**config.mk**
```make
export PLATFORM = sky130hd
export DESIGN_NAME = ex_muldiv_unit
export DESIGN_NICKNAME = d
export VERILOG_FILES = /design/src/rtl/ex_muldiv_unit_pkg.sv /design/src/rtl/ex_muldiv_unit.sv
export SDC_FILE = /design/constraint.sdc
export NUM_CORES = 1
export LEC_CHECK = 0
export ABC_AREA = 0
export CAP_MARGIN = 15
export CORE_AREA = 4 4 218 167
export CTS_BUF_LIST = sky130_fd_sc_hd__clkbuf_16
export DETAILED_ROUTE_END_ITERATION = 12
export DIE_AREA = 0 0 222 171
export DONT_BUFFER_PORTS = 1
export PLACE_DENSITY_LB_ADDON = 0.1
export SYNTH_ARGS = -nofsm -noshare
export SYNTH_HDL_FRONTEND = slang
export SYNTH_SLANG_ARGS = --single-unit
```
**constraint.sdc**
```tcl
create_clock -name clk -period 15.1 [get_ports clk]
set_input_delay 3.02 -clock clk [delete_from_list [all_inputs] [get_ports clk]]
set_output_delay 3.02 -clock clk [all_outputs]
set_load 0.01 [all_outputs]
```
**src/rtl/ex_muldiv_unit_pkg.sv**
```systemverilog
// ex_muldiv_unit_pkg
//   Shared definitions for the EX-stage multiply/divide unit and the decode
//   stage: RV32M/RV64M funct3 encodings and operand sign-handling helpers.
package ex_muldiv_unit_pkg;

   localparam logic [2:0] MD_OP_MUL    = 3'b000;
   localparam logic [2:0] MD_OP_MULH   = 3'b001;
   localparam logic [2:0] MD_OP_MULHSU = 3'b010;
   localparam logic [2:0] MD_OP_MULHU  = 3'b011;
   localparam logic [2:0] MD_OP_DIV    = 3'b100;
   localparam logic [2:0] MD_OP_DIVU   = 3'b101;
   localparam logic [2:0] MD_OP_REM    = 3'b110;
   localparam logic [2:0] MD_OP_REMU   = 3'b111;

   // rs1 is interpreted as signed
   function automatic logic op_signed_a(input logic [2:0] op);
      return (op == MD_OP_MULH) || (op == MD_OP_MULHSU) ||
             (op == MD_OP_DIV)  || (op == MD_OP_REM);
   endfunction

   // rs2 is interpreted as signed
   function automatic logic op_signed_b(input logic [2:0] op);
      return (op == MD_OP_MULH) || (op == MD_OP_DIV) || (op == MD_OP_REM);
   endfunction

   // divide-family ops (funct3[2] set)
   function automatic logic op_is_div(input logic [2:0] op);
      return op[2];
   endfunction

endpackage

```
**src/rtl/ex_muldiv_unit.sv**
```systemverilog
// ex_muldiv_unit
//   Iterative multiply/divide unit for the EX stage. Multiplies retire
//   MUL_BITS_PER_CYCLE multiplier bits per cycle via shift-add; divides use
//   restoring division, one quotient bit per cycle. Both paths share one
//   2*XLEN accumulator and one adder. Sign correction happens in FIXUP.
//   Divide-by-zero and signed overflow are resolved at accept.
//
//   state | meaning
//   ------+----------------------------------------------------------
//   IDLE  | ready_o=1, waiting for start_i
//   CALC  | iterating; cnt_q counts down to terminal count 0
//   FIXUP | apply sign correction, register result
//   DONE  | done_o pulse, result_o/rd_addr_o valid; no accept here
//
// Ports
//   clk, rst            clock, async active-high reset
//   flush_i             kill in-flight op (no done_o, result_o untouched)
//   start_i, op_i       request and funct3 opcode, sampled when ready_o=1
//   operand_a_i/_b_i    rs1/rs2 values
//   rd_addr_i           destination tag, returned on rd_addr_o
//   ready_o, busy_o     decoded from state register
//   done_o              one-cycle completion pulse
//   result_o            result, held until the next done_o
//   rd_addr_o           tag of the completed op
module ex_muldiv_unit
   import ex_muldiv_unit_pkg::*;
#(
   parameter int XLEN               = 32,
   parameter int MUL_BITS_PER_CYCLE = 4
) (
   input  logic            clk,
   input  logic            rst,
   input  logic            flush_i,
   input  logic            start_i,
   input  logic [2:0]      op_i,
   input  logic [XLEN-1:0] operand_a_i,
   input  logic [XLEN-1:0] operand_b_i,
   input  logic [4:0]      rd_addr_i,
   output logic            ready_o,
   output logic            busy_o,
   output logic            done_o,
   output logic [XLEN-1:0] result_o,
   output logic [4:0]      rd_addr_o
);

   localparam int MB        = MUL_BITS_PER_CYCLE;
   localparam int AW        = XLEN + MB + 1;
   localparam int CW        = $clog2(XLEN);
   localparam int MUL_ITERS = XLEN / MB;

   localparam logic [XLEN-1:0] MOST_NEG = {1'b1, {(XLEN-1){1'b0}}};
   localparam logic [XLEN-1:0] ALL_ONES = {XLEN{1'b1}};

   if ((XLEN < 8) || (XLEN % 2 != 0) ||
       !((MB == 1) || (MB == 2) || (MB == 4) || (MB == 8)) ||
       (XLEN % MB != 0)) begin : g_param_check
      $error("ex_muldiv_unit: illegal XLEN / MUL_BITS_PER_CYCLE combination");
   end

   typedef enum logic [1:0] {S_IDLE, S_CALC, S_FIXUP, S_DONE} state_t;

   state_t              state_q, state_d;
   logic [2*XLEN-1:0]   acc_q;
   logic [XLEN-1:0]     opnd_q;
   logic [CW-1:0]       cnt_q;
   logic [2:0]          op_q;
   logic [4:0]          rd_q;
   logic                neg_q;
   logic                neg_rem_q;

   logic                accept;
   logic                a_neg, b_neg;
   logic [XLEN-1:0]     a_mag, b_mag;
   logic                div_by_zero, div_ovf, special;
   logic [XLEN-1:0]     special_res;

   logic [AW-1:0]       add_x, add_y, add_sum;
   logic                add_cin;
   logic                div_borrow;
   logic [XLEN-1:0]     rem_new;
   logic [2*XLEN-1:0]   div_next, mul_next;
   logic [2*XLEN-1:0]   prod_fix;
   logic [XLEN-1:0]     quo_fix, rem_fix, fix_res;

   assign ready_o = (state_q == S_IDLE);
   assign busy_o  = (state_q != S_IDLE);
   assign accept  = ready_o && start_i && !flush_i;

   always_comb begin
      a_neg       = op_signed_a(op_i) & operand_a_i[XLEN-1];
      b_neg       = op_signed_b(op_i) & operand_b_i[XLEN-1];
      a_mag       = a_neg ? -operand_a_i : operand_a_i;
      b_mag       = b_neg ? -operand_b_i : operand_b_i;
      div_by_zero = op_is_div(op_i) && (operand_b_i == '0);
      div_ovf     = ((op_i == MD_OP_DIV) || (op_i == MD_OP_REM)) &&
                    (operand_a_i == MOST_NEG) && (operand_b_i == ALL_ONES);
      special     = div_by_zero || div_ovf;
      // op_i[1] selects remainder within the divide family
      if (div_by_zero) special_res = op_i[1] ? operand_a_i : ALL_ONES;
      else             special_res = op_i[1] ? '0 : MOST_NEG;
   end

   // Shared adder. Divide: trial remainder {rem, next dividend bit} minus
   // divisor (subtract via inverted operand and carry-in). Multiply: upper
   // accumulator half plus multiplicand times the current multiplier digit.
   always_comb begin
      add_x   = '0;
      add_y   = '0;
      add_cin = 1'b0;
      if (op_is_div(op_q)) begin
         add_x   = AW'(acc_q[2*XLEN-1:XLEN-1]);
         add_y   = ~AW'(opnd_q);
         add_cin = 1'b1;
      end else begin
         add_x   = AW'(acc_q[2*XLEN-1:XLEN]);
         add_y   = AW'(opnd_q) * AW'(acc_q[MB-1:0]);
      end
      add_sum = add_x + add_y + AW'(add_cin);
   end

   always_comb begin
      div_borrow = add_sum[AW-1];
      rem_new    = div_borrow ? acc_q[2*XLEN-2:XLEN-1] : add_sum[XLEN-1:0];
      div_next   = {rem_new, acc_q[XLEN-2:0], ~div_borrow};
      mul_next   = (2*XLEN)'({add_sum[XLEN+MB-1:0], acc_q[XLEN-1:0]} >> MB);
   end

   always_comb begin
      prod_fix = neg_q ? -acc_q : acc_q;
      quo_fix  = neg_q ? -acc_q[XLEN-1:0] : acc_q[XLEN-1:0];
      rem_fix  = neg_rem_q ? -acc_q[2*XLEN-1:XLEN] : acc_q[2*XLEN-1:XLEN];
      if (op_is_div(op_q))       fix_res = op_q[1] ? rem_fix : quo_fix;
      else if (op_q == MD_OP_MUL) fix_res = prod_fix[XLEN-1:0];
      else                       fix_res = prod_fix[2*XLEN-1:XLEN];
   end

   always_comb begin
      state_d = state_q;
      case (state_q)
         S_IDLE:  if (accept) state_d = special ? S_DONE : S_CALC;
         S_CALC:  if (cnt_q == '0) state_d = S_FIXUP;
         S_FIXUP: state_d = S_DONE;
         S_DONE:  state_d = S_IDLE;
         default: state_d = S_IDLE;
      endcase
      if (flush_i && (state_q != S_IDLE)) state_d = S_IDLE;
   end

   always_ff @(posedge clk or posedge rst) begin
      if (rst) begin
         state_q   <= S_IDLE;
         acc_q     <= '0;
         opnd_q    <= '0;
         cnt_q     <= '0;
         op_q      <= '0;
         rd_q      <= '0;
         neg_q     <= 1'b0;
         neg_rem_q <= 1'b0;
         done_o    <= 1'b0;
         result_o  <= '0;
         rd_addr_o <= '0;
      end else begin
         state_q <= state_d;
         done_o  <= 1'b0;
         case (state_q)
            S_IDLE: begin
               if (accept) begin
                  op_q      <= op_i;
                  rd_q      <= rd_addr_i;
                  neg_q     <= a_neg ^ b_neg;
                  neg_rem_q <= a_neg;
                  if (op_is_div(op_i)) begin
                     acc_q  <= {{XLEN{1'b0}}, a_mag};
                     opnd_q <= b_mag;
                     cnt_q  <= CW'(XLEN - 1);
                  end else begin
                     acc_q  <= {{XLEN{1'b0}}, b_mag};
                     opnd_q <= a_mag;
                     cnt_q  <= CW'(MUL_ITERS - 1);
                  end
                  if (special) begin
                     result_o  <= special_res;
                     rd_addr_o <= rd_addr_i;
                     done_o    <= 1'b1;
                  end
               end
            end
            S_CALC: begin
               acc_q <= op_is_div(op_q) ? div_next : mul_next;
               cnt_q <= cnt_q - CW'(1);
            end
            S_FIXUP: begin
               if (!flush_i) begin
                  result_o  <= fix_res;
                  rd_addr_o <= rd_q;
                  done_o    <= 1'b1;
               end
            end
            default: ;
         endcase
      end
   end

endmodule

```
==> metrics.txt <==
status finished, final reports clean; Setup Skew 16.9 ps; Vias 18,685; R2R depth 25; Startpoint Class flop; YS warnings 0; ys flop type dfrtp_1; Rows 59; root buffer cell clkbuf_16; CTS Hold Buffers Added 0; mapped cell area 18,700 um2; Critical R2R Launch acc_q[1]; dominant cells by area after synthesis dfrtp_1, fa_1, nand2_1; vias in the first global route 16,780; synthesized flop and latch total 151; Crit Path Category reg -> reg; register area 3780 um2; multi-input logic area 13,700 um2; CP Capture Type flop; Yosys cell types 79; CTS Sinks 151; total negative slack 0 ps; gp weighted congestion 0.974; DRT Pass-1 Iters 6; final setup vio count 0; core box area 34,300 um2; Hold Startpoint rd_q[3]; final count of hold timing violations 0; DIE WIDTH 222 um; Final min period 9110 ps; Worst R2R Setup Slack 5990 ps; hold crit path type reg -> reg; number of CTS-inserted buffers 17; Post-Syn Nets 2,745; WHS Endpoint rd_q[3]; P&R area growth vs syn 3.66%; Hold Path Depth 2; ys async rst share 1.00; Post-synth EDFFs 0; routed wire length per instance 23.6 um; Max FO, Critical Path 37; sequential fraction of the synthesis area 0.202; synthesized area per cell 7.41 um2; Ports 116; Post-DP HPWL 51,800 um; first-pass GRT wire length 103,000 um; number of nets in the layout 2,602; final WL 67,400 um; Total GRT Usage 0.348; 1st-iter DRT viols 2,955; worst skew pair latency 460 ps; synthesized instance count 2,525; CTS resizes 0; largest net degree at the start of global routing 119; post-CTS setup buffers 0; Max Cap Violations 0; period utilization 0.603; DRC 0; Die Area 38,000 um2; worst slew pin tran 1170 ps; post-synth top area share 0.202; Worst Path Required 15,390 ps; CTS tree done; H-tree depth 4; clk slew on worst S/H paths 80 ps; Starting Density 0.546; Antenna Cells 0; post-synth top area cell dfrtp_1; share of cells above drive strength 1 0.0660; Die H 171 um; vias per inst 6.55; headroom to the max-slew limit 0.223; initial antenna violation count 1; unrepaired setup endpoints after global routing false; Slew Viols, Final 0; clock buffer depth 2; r2r endpoint acc_q[38]; antenna viol nets, final 0; Worst Path Arrival 9400 ps; Max Fclk 110 MHz; GRT overflow 0; number of fill cells 3,317; # port buffers 0
==> cell type report <==
type                            instances  area share
Tap cell                              457      0.0295
Clock inverter                         15     0.00987
Sequential cell                       151       0.195
Multi-Input combinational cell       2042       0.705
Clock buffer                           17      0.0219
Inverter                              147      0.0287
Timing Repair Buffer                   23     0.00994
==> flip-flops by register name (all words and copies together) (netlist names) <==
| name | cells |
|---|---|
| acc_q | 64 |
| opnd_q | 32 |
| result_o | 32 |
| cnt_q | 5 |
| rd_addr_o | 5 |
| rd_q | 5 |
| op_q | 3 |
| state_q | 2 |
| done_o | 1 |
| neg_q | 1 |
| neg_rem_q | 1 |
==> per-layer routing <==
| layer | wire (um) | share of wire | up-vias | GRT usage |
|---|---|---|---|---|
| li1 | - | - | 8532 | - |
| met3 | 8080 | 0.12 | 101 | 0.0971 |
| met2 | 27200 | 0.40 | 1038 | 0.489 |
| met5 | 0 | 0 | - | 0 |
| met1 | 30500 | 0.45 | 9014 | 0.525 |
| met4 | 1680 | 0.025 | 0 | 0.0908 |
==> cells by family (layout without fill, tap and decap cells) <==
group           count (synthesis)  in the layout  share of synthesized area
buf+inv                       332            202                     0.0689
fa+ha+maj                     144            144                      0.121
simple gates                  858            858                      0.216
mux                            84             84                     0.0488
compound gates                753            753                      0.248
xor+xnor                      203            203                     0.0951
flops                         151            151                      0.202
==> Yosys cell counts, drive strengths merged (35+ instances only) <==
library cell	number
nand2	311
o21ai	246
nor2	234
a21oi	204
clkbuf	152
dfrtp	151
inv	146
xnor2	106
xor2	97
and2	88
ha	82
fa	62
mux2	58
nand3	45
o31ai	40
a211oi	35
==> worst max-delay path, stage by stage, from the launching register on <==
cell and delay, ps:
dfrtp_1 1100, nand2_1 200, fa_1 550, inv_1 60
fa_1 520, ha_1 320, a211oi_1 120, nor4_1 280
nor2_1 100, a21boi_0 390, o21ai_0 180, a21oi_1 210
o211ai_1 130, a2111oi_0 730, nor3_1 100, o31ai_1 540
ha_1 430, a21oi_1 170, o21ai_0 190, o21ai_0 230
a211oi_1 110, a311oi_1 560, o211a_1 890, nand2_1 440
o211ai_1 250, a221oi_1 130
==> through the flow <==
step	cell area (um2)	setup slack (ps)	instances	hold slack [ps]	utilization
after global routing	19400	5310	2852	502	0.566
final	19400	5990	2852	479	0.566
after floorplan	18700	8020	2525	445	-
after CTS	19400	6090	2851	480	0.565
after global placement	18700	6450	2819	457	0.547
after detailed placement	18700	6150	2819	463	0.547
==> layout by cell type (no fill, tap or decap), types with 10 or more instances in the layout <==
cell type | synthesis | final
nand2b_1 | 14 | 14
clkbuf_16 | 0 | 17
or3_1 | 18 | 18
nand2_1 | 311 | 311
inv_1 | 146 | 145
dfrtp_1 | 151 | 149
o21a_1 | 22 | 22
nor2b_1 | 10 | 10
ha_1 | 82 | 81
a211oi_1 | 35 | 35
xor2_1 | 97 | 97
xnor2_1 | 106 | 106
a221oi_1 | 23 | 23
fa_1 | 62 | 62
a21o_1 | 27 | 27
nor2_1 | 233 | 233
a21oi_1 | 204 | 203
o21bai_1 | 11 | 11
mux2_2 | 58 | 58
o21ai_1 | 13 | 13
or2_2 | 14 | 14
or4_1 | 14 | 14
mux2i_1 | 26 | 26
nor4_1 | 17 | 17
and2_1 | 88 | 88
o21ai_0 | 231 | 230
nand4_1 | 23 | 23
o211ai_1 | 32 | 32
o41ai_1 | 12 | 12
buf_4 | 3 | 22
nand3_1 | 45 | 44
o31ai_1 | 39 | 39
nor3_1 | 25 | 25
and3_1 | 12 | 12
a31oi_1 | 28 | 28
==> worst max path at each step <==
stage          slack, ps      from  cells past startpoint   endpoint
3_5_place_dp        6150  acc_q[3]                     26  acc_q[56]
4_1_cts             6090  acc_q[3]                     26  acc_q[56]
5_1_grt             5310  acc_q[1]                     26  acc_q[41]
3_3_place_gp        6450  acc_q[3]                     27  acc_q[56]
2_1_floorplan       8020       rst                      1   acc_q[0]
6_report            5990  acc_q[1]                     25  acc_q[38]
Power is not shown: default switching activity piles up to over one toggle a cycle in this logic, so the estimate is an artifact.
